==> src/rtl/avalon_s_arbiter.sv <==
// ---------------------------------------------------------------------------
// avalon_s_arbiter
//
// Purpose:
//   Shares a single Avalon-MM device port among NH hosts using round-robin
//   arbitration. A grant is registered in IDLE and held in GRANT until the
//   granted host's transfer completes or the host withdraws its request.
//   Each transfer therefore costs one IDLE arbitration cycle plus one or more
//   GRANT cycles. There is no pipelining: readdata is taken in the same cycle
//   that waitrequest is low.
//
// Ports:
//   clk, rst_n                  clock, asynchronous active-low reset
//   hosts_avn_read/write        per-host request strobes          [NH]
//   hosts_avn_address           per-host address                  [NH][AW]
//   hosts_avn_byte_enable       per-host byte enables             [NH][DW/8]
//   hosts_avn_writedata         per-host write data               [NH][DW]
//   hosts_avn_readdata          device readdata copied to all     [NH][DW]
//   hosts_avn_waitrequest       per-host stall                    [NH]
//   device_avn_*                single device-side Avalon-MM port
//   host_grant                  one-hot grant register (status)   [NH]
// ---------------------------------------------------------------------------
module avalon_s_arbiter #(
  parameter int NH = 2,
  parameter int DW = 32,
  parameter int AW = 32
) (
  input  logic                           clk,
  input  logic                           rst_n,

  input  logic [NH-1:0]                  hosts_avn_read,
  input  logic [NH-1:0]                  hosts_avn_write,
  input  logic [NH-1:0][AW-1:0]          hosts_avn_address,
  input  logic [NH-1:0][DW/8-1:0]        hosts_avn_byte_enable,
  input  logic [NH-1:0][DW-1:0]          hosts_avn_writedata,
  output logic [NH-1:0][DW-1:0]          hosts_avn_readdata,
  output logic [NH-1:0]                  hosts_avn_waitrequest,

  output logic                           device_avn_read,
  output logic                           device_avn_write,
  output logic [AW-1:0]                  device_avn_address,
  output logic [DW/8-1:0]                device_avn_byte_enable,
  output logic [DW-1:0]                  device_avn_writedata,
  input  logic [DW-1:0]                  device_avn_readdata,
  input  logic                           device_avn_waitrequest,

  output logic [NH-1:0]                  host_grant
);

  localparam logic [0:0] ST_IDLE  = 1'b0;
  localparam logic [0:0] ST_GRANT = 1'b1;

  localparam logic [NH-1:0] ONE_NH       = NH'(1);
  // Host 0 wins the first arbitration after reset.
  localparam logic [NH-1:0] LAST_GRANT_RST = ONE_NH << (NH - 1);

  logic [0:0]    state_q, state_d;
  logic [NH-1:0] grant_q, grant_d;
  logic [NH-1:0] last_grant_q, last_grant_d;

  logic [NH-1:0] req;
  logic          in_grant;
  logic          req_granted;

  // Round-robin search terms
  logic [NH-1:0] higher_mask;
  logic [NH-1:0] req_hi;
  logic [NH-1:0] pick_hi;
  logic [NH-1:0] pick_all;
  logic [NH-1:0] rr_winner;

  assign req         = hosts_avn_read | hosts_avn_write;
  assign in_grant    = (state_q == ST_GRANT);
  assign req_granted = |(req & grant_q);

  // Hosts strictly above the last winner get first pick; if none of them is
  // requesting, the search wraps to the lowest requesting host. last_grant is
  // always one-hot, so (L-1)|L covers every position at or below it.
  always_comb begin
    higher_mask = ~((last_grant_q - ONE_NH) | last_grant_q);
    req_hi      = req & higher_mask;
    // x & -x isolates the lowest set bit.
    pick_hi     = req_hi & (~req_hi + ONE_NH);
    pick_all    = req & (~req + ONE_NH);
    rr_winner   = (|req_hi) ? pick_hi : pick_all;
  end

  always_comb begin
    state_d      = state_q;
    grant_d      = grant_q;
    last_grant_d = last_grant_q;
    case (state_q)
      ST_IDLE: begin
        if (|req) begin
          grant_d      = rr_winner;
          last_grant_d = rr_winner;
          state_d      = ST_GRANT;
        end
      end
      default: begin
        // Release on completion or when the owner withdraws its request;
        // completion implies the request is still present.
        if (!req_granted || !device_avn_waitrequest) begin
          grant_d = '0;
          state_d = ST_IDLE;
        end
      end
    endcase
  end

  always_ff @(posedge clk or negedge rst_n) begin
    if (!rst_n) begin
      state_q      <= ST_IDLE;
      grant_q      <= '0;
      last_grant_q <= LAST_GRANT_RST;
    end else begin
      state_q      <= state_d;
      grant_q      <= grant_d;
      last_grant_q <= last_grant_d;
    end
  end

  // AND-OR mux of the granted host onto the device port. The grant is
  // one-hot in GRANT and zero in IDLE, so the outputs are zero in IDLE and
  // drop together with the asynchronous reset.
  always_comb begin
    device_avn_read        = 1'b0;
    device_avn_write       = 1'b0;
    device_avn_address     = '0;
    device_avn_byte_enable = '0;
    device_avn_writedata   = '0;
    for (int i = 0; i < NH; i++) begin
      if (in_grant && grant_q[i]) begin
        device_avn_read        = device_avn_read        | hosts_avn_read[i];
        device_avn_write       = device_avn_write       | hosts_avn_write[i];
        device_avn_address     = device_avn_address     | hosts_avn_address[i];
        device_avn_byte_enable = device_avn_byte_enable | hosts_avn_byte_enable[i];
        device_avn_writedata   = device_avn_writedata   | hosts_avn_writedata[i];
      end
    end
  end

  always_comb begin
    hosts_avn_waitrequest = ~({NH{in_grant & ~device_avn_waitrequest}} & grant_q);
  end

  // Readdata goes to everyone; only the host seeing waitrequest low uses it.
  always_comb begin
    for (int i = 0; i < NH; i++) begin
      hosts_avn_readdata[i] = device_avn_readdata;
    end
  end

  assign host_grant = grant_q;

endmodule

==> config.mk <==
export PLATFORM = sky130hd
export DESIGN_NAME = avalon_s_arbiter
export DESIGN_NICKNAME = d
export VERILOG_FILES = /design/src/rtl/avalon_s_arbiter.sv
export SDC_FILE = /design/constraint.sdc
export NUM_CORES = 1
export LEC_CHECK = 0
export BUFFER_PORTS_ARGS = -buffer_cell sky130_fd_sc_hd__buf_2
export CORE_AREA = 10 10 112 114
export CTS_BUF_LIST = sky130_fd_sc_hd__clkbuf_4 sky130_fd_sc_hd__clkbuf_8 sky130_fd_sc_hd__clkbuf_16
export DETAILED_ROUTE_END_ITERATION = 8
export DIE_AREA = 0 0 122 124
export GPL_TIMING_DRIVEN = 0
export SETUP_SLACK_MARGIN = 0.4
export SYNTH_ARGS = -nofsm -noshare
export SYNTH_HDL_FRONTEND = slang
export SYNTH_SLANG_ARGS = --single-unit
==> constraint.sdc <==
create_clock -name clk -period 2.6 [get_ports clk]
set_input_delay 0.26 -clock clk [delete_from_list [all_inputs] [get_ports clk]]
set_output_delay 0.26 -clock clk [all_outputs]
set_load 0.05 [all_outputs]
## Yosys cells after proc, flatten, opt, wreduce, memory -nomap -nowiden

Cells that the tools add are included.

| word-level totals | value |
|---|---|
| ROM bits | 0 |
| bits in writable memories | 0 |
| output and inout port bits | 138 |
| logic and storage cells | 54 |
| bits in latches | 0 |
| memories kept | 0 |
| register bits | 5 |

| cells by class | value |
|---|---|
| multipliers | 0 |
| equal/unequal tests | 1 |
| add/sub/neg operators | 3 |
| $lt $le $gt $ge | 0 |
| shift operators | 0 |
| bitwise logic cells | 19 |
| multiplexer cells | 17 |
| div/mod/pow operators | 0 |
| reduce and logical (&&, ||, !) cells | 11 |

Operators with widths:

| kind | number |
|---|---|
| 32-bit 2-to-1 mux | 4 |
| 32-bit bitwise OR | 2 |
| 2-bit bitwise AND | 5 |
| 2-bit 2-to-1 mux | 4 |
| 4-bit 2-to-1 mux | 2 |
| 2-bit inverter | 4 |
| 1-bit 2-to-1 mux | 7 |
| 2-bit OR reduction | 3 |
| 2-bit by 1-bit adder with 2-bit output (second input constant) | 2 |
| 2-bit bitwise OR | 2 |
| 4-bit bitwise OR | 1 |
| 2-bit AND reduction | 2 |
| 1-bit logical AND | 2 |
| 1-bit logical NOT | 2 |
| 2-bit by 1-bit inequality test with 1-bit output (second input constant) | 1 |
| 1-bit inverter | 2 |
| 1-bit bitwise OR | 2 |
| 2-bit nonzero test | 1 |
| 2-bit by 1-bit subtractor with 2-bit output (second input constant) | 1 |
| 1-bit bitwise AND | 1 |
| 1-bit logical OR | 1 |

## Logic depth before layout (Yosys ltp)

Gate-level depths: netlist of the first run.

| depth | value |
|---|---|
| depth in word-level cells | 10 |
| depth in mapped cells | 4 |
| gate-level depth less buffers | 3 |

## Worst setup path after synthesis of the first run

OpenSTA, ideal clock, no wires.

| timing path | value |
|---|---|
| path type | reg-to-output |
| start point | register grant_q[0], in the netlist host_grant[0] |
| end point | output device_avn_address[0] |
| data required time | 2.340 ns |
| arrival | 1.597 ns |
| stages on the path, launching flop included | 5 |
| path buffers | 2 |
| path slack | 0.743 ns |
| cell sequence | dfrtp_1 > and2_1 > buf_2 > buf_2 > a22o_1 |

| on the way | value |
|---|---|
| word-level cells in the longest chain between the ends | 4 |

RTL lines:

| what | RTL line | text |
|---|---|---|
| from (decl) | 58 | `logic [NH-1:0] grant_q, grant_d;` |
| from (signal assigned) | 118 | `grant_q <= grant_d;` |
| 1-bit logical AND * | 133 | `if (in_grant && grant_q[i]) begin` |
| 32-bit 2-to-1 mux * | 133 |  |
| 32-bit bitwise OR | 136 | `device_avn_address = device_avn_address \| hosts_avn_address[i];` |
| 32-bit 2-to-1 mux * | 133 |  |
| to (decl) | 41 | `output logic [AW-1:0] device_avn_address,` |

Every way passes the cells marked *; elsewhere a longest branch is shown, timed or not.

## Worst setup path after layout of the first run

| timing path | value |
|---|---|
| start point | register state_q, in the netlist in_grant |
| end point | output device_avn_writedata[4] |

| on the way | value |
|---|---|
| word-level cells in the longest chain between the ends | 4 |
| elaborated cells between the ends (all ways) | 5 |

RTL lines:

| what | RTL line | text |
|---|---|---|
| from (decl) | 57 | `logic [0:0] state_q, state_d;` |
| from (signal assigned) | 117 | `state_q <= state_d;` |
| 1-bit logical AND | 133 |  |
| 32-bit 2-to-1 mux | 133 |  |
| 32-bit bitwise OR | 138 | `device_avn_writedata = device_avn_writedata \| hosts_avn_writedata[i];` |
| 32-bit 2-to-1 mux * | 133 |  |
| to (decl) | 43 | `output logic [DW-1:0] device_avn_writedata,` |

Marked as above.

==> impl_results.md, run 1 <==
* Run status: finished clean
* Layout cells sized above 1 at 80.1%
* MaxCap Viol Count at 0
* Leakage at 1.98 nW
* CTS Sinks at 5
* Rel. slew slack at 80.2%
* Mux contribution to synthesized area at 0.769%
* Sequential-to-total area share from yosys stat at 8.63%
* Register area at 126 µm²
* Synth Area per Inst at 8.23 µm²
* Cells after synthesis at 178
* Row count at 37
* Setup crit end kind: output port
* Setup crit end: device_avn_writedata[4]
* Crit-path slowest cell: dfrtp_1
* Clk_skew at 0.00560 ns
* Initial core utilization at 14.3%
* Placer Congestion at 0.827
* Skew-Pair Late Insertion Delay at 0.22 ns
* HPWL Detailed at 9690 µm
* Routed Antenna Nets at 0
* Global Route Usage Sum at 11.8%
* Fmax at 498 MHz
* Critical path's largest stage delay at 0.41 ns
* Wire per inst at 18.0 µm
* Setup violators final at 0
* Worst Hold Class: in2async
* Io pins at 313
* Synth Area in XOR/XNOR at 0%
* H-tree level count at 1
* Arr. time, crit path at 1.75 ns
* FF-to-FF path depth at 3
* Fraction of registers with async set/reset at 100%
* First-pass GRT wire length at 14400 µm
* Reg2reg setup slack at 1.40 ns
* # fillers at 1102
* Top_reg_cell synth: dfrtp_1
* Count of pins over their slew limit at 0
* Largest net degree at the start of global routing at 11
* Most used cell, CP: buf_2
* Peak VDD IR at 0.498 mV
* Core area at 10200 µm²
* Setup Total Neg Slack at 0 ns
* RSZ-0062 raised after global routing: false
* Worst-path clk slew at 0.04 ns
* DRC errors left at 0
* Worst endpoint required time at 2.34 ns
* Yosys warning count at 0
* Area Growth Syn to Fin at 112%
* Worst-path maximum fanout at 10
* Post-place setup slack at 0.722 ns
* Grt total ovfl at 0
* DIE WIDTH at 122 µm
* Iter 0 DRT Violations at 128
* Via count at 2489
* Worst r2r src: host_grant[0]
* Crit path kind: reg2out
* Antenna violations before repair at 0
* Startpoint types: flip-flop
* Worst path cell trace: and2_1 > buf_2 > clkbuf_4 > a22o_1 > buf_2
* Synth cell types at 23
* Detailed Routing Iterations Pass 1 at 4
* Nets at 639
* Post-Syn Area at 1470 µm²
* Fin crit share at 77.2%
* Port bufs at 280
* Power density over the cells at 1100 nW/µm²
* Worst-case clock buffer depth at 2
* Antenna cells at 0
* Root buf cell: clkbuf_8
* Die footprint at 15100 µm²
* Final Critical Period at 2.01 ns
* Largest family of logic cells by synthesized area: compound AO/OA/AOI/OAI gates
* Final wirelength at 10800 µm
* CP Launch Point: in_grant
* Slew @ Worst Pin at 0.294 ns
* Post CTS Setup Buffer Count at 0
* CTS tree: built
* Area of the multi-input gates at 771 µm²
* Synth Register Bits at 5
* Die height at 124 µm
* Number of flops mapped to enable cells by yosys at 0
* Compound-cell area share of the yosys netlist at 47.0%
* Syn Nets at 353
* Simple-Gate Fraction of Synth Area at 4.87%
* Vias in the first global route at 2546
* Hold Violations, Final at 0
* Via density at 4.16
* Setup ws final at 0.593 ns
* Worst reg2reg endpoint: host_grant[0]
* Num CTS Buffers at 3
* Synth Area in Adders at 0%
[worst max-delay path, delay by kind of cell, from the launching register on]
family / cells / cell delay, ns
compound gates: 1 / 0.18
buf+inv: 3 / 0.80
flops: 1 / 0.41
simple gates: 1 / 0.14
[placed cells by master, fill, tap and decap left out]
cell type,synthesis,routed
o211ai_1,1,1
clkbuf_8,0,3
inv_1,2,2
a32oi_1,1,1
o21ai_0,1,1
buf_4,64,64
a32o_1,1,1
o211a_1,1,1
and2_1,2,2
clkbuf_4,0,4
a211o_2,2,2
dfrtp_1,4,4
a22o_2,1,1
mux2_2,1,1
dfstp_2,1,1
nand2_1,1,1
dlygate4sd3_1,0,1
a22o_1,69,69
nor3b_1,2,2
nand2b_1,3,3
or2_2,1,1
nor2_1,1,1
a21oi_1,1,1
o21bai_1,1,1
or4_4,1,1
buf_2,16,293
[state kept, by name (all words and copies together), names as in the netlist]
signal	count
last_grant_q	2
in_grant	1
host_grant	2
[cells in the mapped netlist, drive strengths merged, types with 2 or more instances]
cell type  instances  area [µm²]
buf               80         561
a22o              70         614
dfrtp              4         100
nand2b             3        18.8
a211o              2        20.0
and2               2        12.5
inv                2        7.51
nor3b              2        15.0
[what timing repair did]
action                                  CTS  global route
hold buffers                              1             0
gates resized for setup                   0             3
endpoints found under the setup margin    0             3
hold endpoints to repair                  4             0
[metrics by stage]
step	area [µm²]	instances	hold slack (ns)	utilization, %	total power [mW]
after floorplan	1470	178	-0.0356	-	2.53
after global placement	3040	594	0.0781	29.7	3.26
after detailed placement	3040	594	0.0839	29.7	3.28
after CTS	3100	599	0.375	30.3	3.44
after global routing	3100	599	0.401	30.3	3.58
final	3100	599	0.381	30.3	3.41
[metal layers]
layer | share of wire [%] | vias up | GRT usage [%] | wire (µm)
li1 | - | 1184 | - | -
met3 | 15 | 4 | 5.79 | 1570
met1 | 32 | 1107 | 11.1 | 3470
met5 | 0 | - | 0 | 0
met4 | 0.18 | 0 | 0.671 | 19
met2 | 53 | 194 | 23.3 | 5720
[worst min path at each step]
| stage | depth (start not counted) | end | slack (ns) |
|---|---|---|---|
| after floorplan | 0 | host_grant[0] | -0.04 |
| after global placement | 1 | host_grant[0] | 0.08 |
| after detailed placement | 1 | host_grant[0] | 0.08 |
| after CTS | 2 | host_grant[0] | 0.38 |
| after global routing | 2 | host_grant[0] | 0.40 |
| final | 2 | host_grant[0] | 0.38 |
[cells by family after synthesis]
| kind of cell | after synthesis |
|---|---|
| compound gates | 79 |
| mux | 1 |
| buf+inv | 82 |
| simple gates | 11 |
| flops | 5 |
[report_power, final]
group          internal, mW  leakage (nW)  total (mW)  switching (mW)
clock network         0.116        0.0262       0.156          0.0404
logic                 0.835          1.89        3.10            2.27
registers             0.122        0.0595       0.154          0.0323
[cell type report]
cell class,instances,area share (%)
repair buffers,281,45.5
plain buffers,80,18.3
flip-flops and latches,5,4.07
well taps,136,5.48
multi-input cells,91,24.8
inverters,2,0.242
clock buffers,4,1.57
(Power assumes the default switching activity.)
==> inputs of run 2 (changes only) <==
--- a/config.mk
+++ b/config.mk
@@ -5,11 +5,12 @@
 export SDC_FILE = /design/constraint.sdc
 export NUM_CORES = 1
 export LEC_CHECK = 0
+export ABC_AREA = 1
 export BUFFER_PORTS_ARGS = -buffer_cell sky130_fd_sc_hd__buf_2
-export CORE_AREA = 10 10 112 114
+export CORE_AREA = 10 10 113 115
 export CTS_BUF_LIST = sky130_fd_sc_hd__clkbuf_4 sky130_fd_sc_hd__clkbuf_8 sky130_fd_sc_hd__clkbuf_16
 export DETAILED_ROUTE_END_ITERATION = 8
-export DIE_AREA = 0 0 122 124
+export DIE_AREA = 0 0 123 125
 export GPL_TIMING_DRIVEN = 0
 export SETUP_SLACK_MARGIN = 0.4
 export SYNTH_ARGS = -nofsm -noshare
==> constraint.sdc (replaced) <==
create_clock -name clk -period 1.9 [get_ports clk]
set_input_delay 0.19 -clock clk [delete_from_list [all_inputs] [get_ports clk]]
set_output_delay 0.19 -clock clk [all_outputs]
set_load 0.05 [all_outputs]
==> run 2 against run 1 <==
Net effect:
- sequential power rose by 49%
- synthesized cell count rose by 6.7%
- via count barely moved
- critical path type unchanged
- final area rose by 14%
- hold slack got worse by 0.072 ns
- register-to-register slack got worse by 0.57 ns
- total power rose by 61%
==> impl_results.md, run 2 <==
* Run status: finished clean
* Cells after synthesis at 190 (+6.7%)
* Iter 0 DRT Violations at 40 (-69%)
* RSZ-0062 raised after global routing: true
* Yosys warning count at 0 (unchanged)
* Clk network pwr share at 3.8% (-0.8 points)
* Startpoint types: flip-flop
* Commonest non-fill, non-tap cell in the layout: buf_2
* FF-to-FF path depth at 5 (+2)
* Flop pwr share at 4.2% (-0.3 points)
* Power density over the cells at 1550 nW/µm² (+41%)
* Switching share of power at 61.4% (-7.1 points)
* Placed Cells at 610 (+2.7%)
* Comb pwr share at 92.0% (+1.1 points)
* Worst path cell trace: nand2_4 > inv_6 > buf_8 > buf_8 > a22o_4 > buf_8
* Internal power at 2.12 mW (+97%)
* First-pass GRT wire length at 14300 µm (-0.86%)
* Crit-path slowest cell: dfrtp_2
* Sequential-to-total area share from yosys stat at 8.73% (+0.10 points)
* Setup crit end kind: output port
* Area Growth Syn to Fin at 145%
* Syn Nets at 365 (+3.4%)
* Final wirelength at 10300 µm (-4.5%)
* Row count at 38 (+2.7%)
* DIE WIDTH at 123 µm (+0.82%)
* Port bufs at 280 (unchanged)
* Worst-path maximum fanout at 10 (unchanged)
* Worst reg2reg endpoint: host_grant[0]
* Number of flops mapped to enable cells by yosys at 0 (unchanged)
* Worst-path clk slew at 0.04 ns (about the same)
* DP Area at 3120 µm² (+2.7%)
* Root buf cell: clkbuf_8
* Detailed Routing Iterations Pass 1 at 4 (unchanged)
* Via count at 2487 (-0.080%)
* Largest net degree at the start of global routing at 11 (unchanged)
* Post-Syn Area at 1450 µm² (-1.2%)
* Peak VDD IR at 0.716 mV (+44%)
* Worst r2r src: last_grant_q[1]
* Cell with the most instances after synthesis: a22o_1
* Antenna cells at 0 (unchanged)
* Count of pins over their slew limit at 0 (unchanged)
* Setup crit end: device_avn_address[28]
* Placer Congestion at 0.907 (+9.7%)
* Vias in the first global route at 2729 (+7.2%)
* CTS Sinks at 5 (unchanged)
* Grt total ovfl at 0 (unchanged)
* Arr. time, crit path at 1.47 ns (-0.28 ns)
* Most frequent cells after synthesis: 68 x a22o_1, 64 x buf_4, 20 x nand2_1
* Skew-Pair Late Insertion Delay at 0.22 ns (about the same)
* Area share of the largest cell type after synthesis at 41.1% (-0.11 points)
* Wire per inst at 16.7 µm (-7.4%)
* DRC errors left at 0 (unchanged)
* Setup violators final at 0 (unchanged)
* Most frequent cells in the layout: 212 x buf_2, 126 x buf_4, 64 x a22o_2
* Top_reg_cell synth: dfrtp_1
* Worst endpoint required time at 1.71 ns (-0.63 ns)
* Reg2reg setup slack at 0.83 ns (-0.57 ns)
* Global Route Usage Sum at 11.4% (-0.39 points)
* MaxCap Viol Count at 0 (unchanged)
* Fmax at 602 MHz
* CTS tree: built
* Die footprint at 15400 µm² (+1.6%)
* Io pins at 313 (unchanged)
* Layout cells sized above 1 at 92.3% (+12 points)
* H-tree level count at 1 (unchanged)
* Slew @ Worst Pin at 0.265 ns (-0.0286 ns)
* Worst-case clock buffer depth at 2 (unchanged)
* Crit path kind: reg2out
* Core area at 10600 µm² (+3.6%)
* Routed Antenna Nets at 0 (unchanged)
* Setup Total Neg Slack at 0 ns (unchanged)
* Die height at 125 µm (+0.81%)
* HPWL Detailed at 9040 µm (-6.7%)
* Synth area leaders: a22o_1 41%, buf_4 33%, dfrtp_1 6.9%, nand2_1 5.2%, buf_2 4.1%
* Critical path's largest stage delay at 0.43 ns (+0.02 ns)
* Synth Register Bits at 5 (unchanged)
* Final Critical Period at 1.66 ns
* Nets at 654 (+2.3%)
* Leakage at 2.13 nW (+7.5%)
* Initial core utilization at 13.7% (-0.67 points)
* Synth Area per Inst at 7.62 µm² (-7.4%)
* Hold Violations, Final at 0 (unchanged)
* Most used cell, CP: buf_8
* Post-Layout Cell Count at 618 (+3.2%)
* Dominant cell type by area after synthesis: a22o_1
* Fraction of registers with async set/reset at 100% (unchanged)
* Fin crit share at 87.4%
* CP Launch Point: in_grant
* Design area at 3550 µm² (+14%)
* Num CTS Buffers at 3 (unchanged)
* Antenna violations before repair at 0 (unchanged)
* Net Switching at 3.37 mW (+44%)
* Clk_skew at 0.00132 ns (-0.00428 ns)
* Synth cell types at 15 (-35%)
* Worst Hold Class: in2async
* Via density at 4.02 (-3.2%)
* Rel. slew slack at 82.4% (+2.2 points)
run 2: cell types whose count changed after synthesis, sizes merged, moves of 3 or more:
cell,before,now
o21ai,1,5
nand2b,3,0
nand2,1,21
inv,2,9
run 2: cell type report:
type	count	area, µm²
Tap cell	140	175
Multi-Input combinational cell	98	843
Timing Repair Buffer	284	1710
Inverter	9	41.3
Fill cell	1135	7060
Clock buffer	4	48.8
Sequential cell	5	130
Buffer	78	594
run 2: cell families after synthesis:
| family | count (synthesis) | share of synthesized area [%] |
|---|---|---|
| compound gates | 74 | 43.2 |
| buf+inv | 87 | 41.2 |
| flops | 5 | 8.73 |
| simple gates | 24 | 6.83 |
run 2: worst min-delay path by stage:
stage / end / depth (start not counted) / slack, ns / start
final: host_grant[0] / 2 / 0.31 / rst_n
after global routing: in_grant / 2 / 0.34 / rst_n
after floorplan: host_grant[0] / 0 / -0.11 / rst_n
after CTS: in_grant / 2 / 0.31 / rst_n
after global placement: last_grant_q[0] / 1 / 0.008 / rst_n
after detailed placement: last_grant_q[0] / 1 / 0.01 / rst_n
run 2: power groups by stage:
stage	Sequential (mW)	Clock (mW)	Combinational, mW
6_report	0.229	0.211	5.05
5_1_grt	0.235	0.222	5.28
4_1_cts	0.226	0.215	5.06
3_5_place_dp	0.225	0	4.41
3_3_place_gp	0.220	0	4.39
2_1_floorplan	0.275	0	3.38
run 2: metal layers:
metal  track usage, %  wire (µm)
met2             22.8       5570
met3             4.73       1330
met4             1.30         83
met1             10.5       3320
met5                0          0
run 2: worst max-delay path, delay by kind of cell, from the launching register on:
| family | cells | cell delay [ns] |
|---|---|---|
| buf+inv | 4 | 0.47 |
| flops | 1 | 0.43 |
| simple gates | 1 | 0.10 |
| compound gates | 1 | 0.25 |
run 2: per-stage QoR:
stage	total power [mW]	setup WS, ns	hold slack (ns)	utilization (%)
floorplan	3.66	0.402	-0.106	-
global placement	4.61	0.212	0.00823	29.4
detailed placement	4.64	0.197	0.0141	29.4
CTS	5.50	0.217	0.314	33.2
global route	5.73	0.187	0.340	33.5
finish	5.49	0.239	0.308	33.5
run 2: what timing repair did:
| item | in CTS | in global routing |
|---|---|---|
| setup buffers | 2 | 0 |
| hold endpoints to repair | 5 | 0 |
| pin swaps | 1 | 0 |
| hold buffers | 1 | 0 |
| gates resized for setup | 102 | 12 |
| endpoints found under the setup margin | 72 | 72 |
| gates cloned | 1 | 0 |
==> inputs of run 3 (changes only) <==
--- a/config.mk
+++ b/config.mk
@@ -7,11 +7,13 @@
 export LEC_CHECK = 0
 export ABC_AREA = 1
 export BUFFER_PORTS_ARGS = -buffer_cell sky130_fd_sc_hd__buf_2
+export CAP_MARGIN = 20
 export CORE_AREA = 10 10 113 115
 export CTS_BUF_LIST = sky130_fd_sc_hd__clkbuf_4 sky130_fd_sc_hd__clkbuf_8 sky130_fd_sc_hd__clkbuf_16
 export DETAILED_ROUTE_END_ITERATION = 8
 export DIE_AREA = 0 0 123 125
 export GPL_TIMING_DRIVEN = 0
+export REMOVE_ABC_BUFFERS = 1
 export SETUP_SLACK_MARGIN = 0.4
 export SYNTH_ARGS = -nofsm -noshare
 export SYNTH_HDL_FRONTEND = slang
==> run 3 against run 2 <==
Net effect:
- utilization fell by 5.7 points
- clock power about the same
- worst setup slack worse by 0.010 ns
- hold slack improved by 0.0054 ns
- largest cell class unchanged
- non-clock buffer count down 139
- sequential power grew 17%
- first-iteration DRC count is 110% higher
- clock skew fell by 0.00099 ns
- fmax is 0.62% lower
- die area did not move
- cell count shrank 20%
- flip-flop and latch count unchanged
- highest routed layer is now met5
==> impl_results.md, run 3 (synthesis results as in run 2) <==
* # fillers at 1128 (-0.62%)
* Via density at 4.44 (+10%)
* Worst reg2reg endpoint: last_grant_q[0]
* Arr. time, crit path at 1.48 ns (about the same)
* Post-layout util at 27.8% (-5.7 points)
* Layout cells sized above 1 at 71.1% (-21 points)
* Crit path kind: reg2out
* Root buf cell: clkbuf_8
* Met2 WL at 5950 µm (+6.8%)
* Die height at 125 µm (unchanged)
* Die footprint at 15400 µm² (unchanged)
* Startpoint types: flip-flop
* Fin crit share at 88.0% (+0.54 points)
* Count of pins over their slew limit at 0 (unchanged)
* CTS Sinks at 5 (unchanged)
* Vias in the first global route at 2369 (-13%)
* Clk_skew at 0.000327 ns (-0.000990 ns)
* Worst-case clock buffer depth at 2 (unchanged)
* Top Layer Used: met5
* Fmax at 598 MHz (-0.62%)
* Power density over the cells at 1880 nW/µm² (+22%)
* Core area at 10600 µm² (unchanged)
* Setup violators final at 0 (unchanged)
* Num CTS Buffers at 3 (unchanged)
* Worst-path clk slew at 0.04 ns (about the same)
* Io pins at 313 (unchanged)
* Row count at 38 (unchanged)
* Worst Hold Class: in2async
* Initial core utilization at 13.7% (unchanged)
* Global Route Usage Sum at 16.7% (+5.3 points)
* Wire per inst at 30.4 µm (+82%)
* Metal-1 WL at 5460 µm (+64%)
* Port bufs at 216 (-23%)
* Detailed Routing Iterations Pass 1 at 4 (unchanged)
* Most frequent cells in the layout: 144 x buf_2, 64 x a22o_1, 55 x buf_6
* Worst endpoint required time at 1.71 ns (about the same)
* Commonest non-fill, non-tap cell in the layout: buf_2
* Routed wl met3 at 3400 µm (+160%)
* Iter 0 DRT Violations at 85 (+110%)
* Grt total ovfl at 0 (unchanged)
* DIE WIDTH at 123 µm (unchanged)
* Reg2reg setup slack at 0.75 ns (-0.08 ns)
* DRC errors left at 0 (unchanged)
* Setup crit end kind: output port
* Critical path's largest stage delay at 0.48 ns (+0.05 ns)
* Run status: finished clean
* Hold Worst Slack at 0.314 ns (+0.00542 ns)
* Placed Cells at 468 (-23%)
* CP Launch Point: in_grant
* Final Critical Period at 1.67 ns (+0.0103 ns)
* RSZ-0062 raised after global routing: true
* HPWL Detailed at 11300 µm (+25%)
* Via count at 2193 (-12%)
* Skew-Pair Late Insertion Delay at 0.22 ns (about the same)
* Peak VDD IR at 0.807 mV (+13%)
* Final wirelength at 15000 µm (+46%)
* First-pass GRT wire length at 18000 µm (+26%)
* Routed Antenna Nets at 0 (unchanged)
* Nets at 522 (-20%)
* MaxCap Viol Count at 0 (unchanged)
* Antenna violations before repair at 15 (+15)
* Placer Congestion at 0.827 (-8.8%)
* H-tree level count at 1 (unchanged)
* Largest net degree at the start of global routing at 37 (+26)
* CTS tree: built
* Worst-path maximum fanout at 9 (-1)
* FF-to-FF path depth at 5 (unchanged)
* Worst r2r src: in_grant
* Area Growth Syn to Fin at 103%
* Crit-path slowest cell: dfrtp_2
* Post-Layout Cell Count at 494 (-20%)
* Slew @ Worst Pin at 0.246 ns (-0.0197 ns)
* Leakage at 1.58 nW (-26%)
* Worst path cell trace: nand2_8 > buf_12 > clkinv_16 > a22o_4 > buf_8
* Setup crit end: device_avn_writedata[12]
* Hold Violations, Final at 0 (unchanged)
* Rel. slew slack at 83.4% (+1.0 points)
[run 3: cell type report]
class | count | area (µm²) | share of cell area, %
well taps | 140 | 175 | 5.95
inverters | 9 | 72.6 | 2.46
clock buffers | 4 | 48.8 | 1.66
diodes | 8 | 20.0 | 0.680
repair inverters | 7 | 121 | 4.12
repair buffers | 223 | 1580 | 53.8
flip-flops and latches | 5 | 130 | 4.42
multi-input cells | 98 | 793 | 26.9
[run 3: worst min path at each step]
stage                      from  cells past startpoint               to  slack (ns)
final                     rst_n                      2  last_grant_q[0]        0.31
after global routing      rst_n                      2  last_grant_q[0]        0.33
after CTS                 rst_n                      2  last_grant_q[0]        0.31
after detailed placement  rst_n                      1    host_grant[0]       0.008
after global placement    rst_n                      1    host_grant[0]       0.005
after floorplan           rst_n                      0    host_grant[0]       -0.11
[run 3: critical path: cells and delay by family (launching register included)]
kind                   cells  cell delay [ns]
and+or+nand+nor            1             0.16
buffers and inverters      3             0.36
AOI/OAI and AO/OA          1             0.24
DFF                        1             0.48
[run 3: metrics by stage]
stage	cell area, µm²	TNS, ns	worst slack (ns)	power (mW)
6_report	2940	0	0.229	5.55
3_5_place_dp	2140	-13.37	-0.270	3.97
2_1_floorplan	885	-14.27	-0.282	3.04
4_1_cts	2660	0	0.259	5.16
3_3_place_gp	2140	-9.52	-0.216	3.94
5_1_grt	2920	0	0.199	5.77
[run 3: power breakdown]
| group | switching [mW] | internal [mW] | leakage (nW) |
|---|---|---|---|
| clock | 0.0557 | 0.159 | 0.0262 |
| combinational | 3.31 | 1.75 | 1.50 |
| sequential | 0.0973 | 0.172 | 0.0560 |
[run 3: repair_timing]
item | CTS | global route
buffers inserted | 1 | 5
gates cloned | 5 | 2
resized for setup | 134 | 44
pin swaps | 1 | 28
endpoints found under the setup margin | 72 | 72
endpoints found under the hold margin | 5 | 0
hold buffers | 1 | 0
[run 3: per-layer routing]
metal | vias to the layer above | global-route usage [%]
met1 | 983 | 17.1
met3 | 14 | 18.4
met2 | 232 | 23.1
met5 | - | 4.93
met4 | 10 | 1.44
li1 | 954 | -
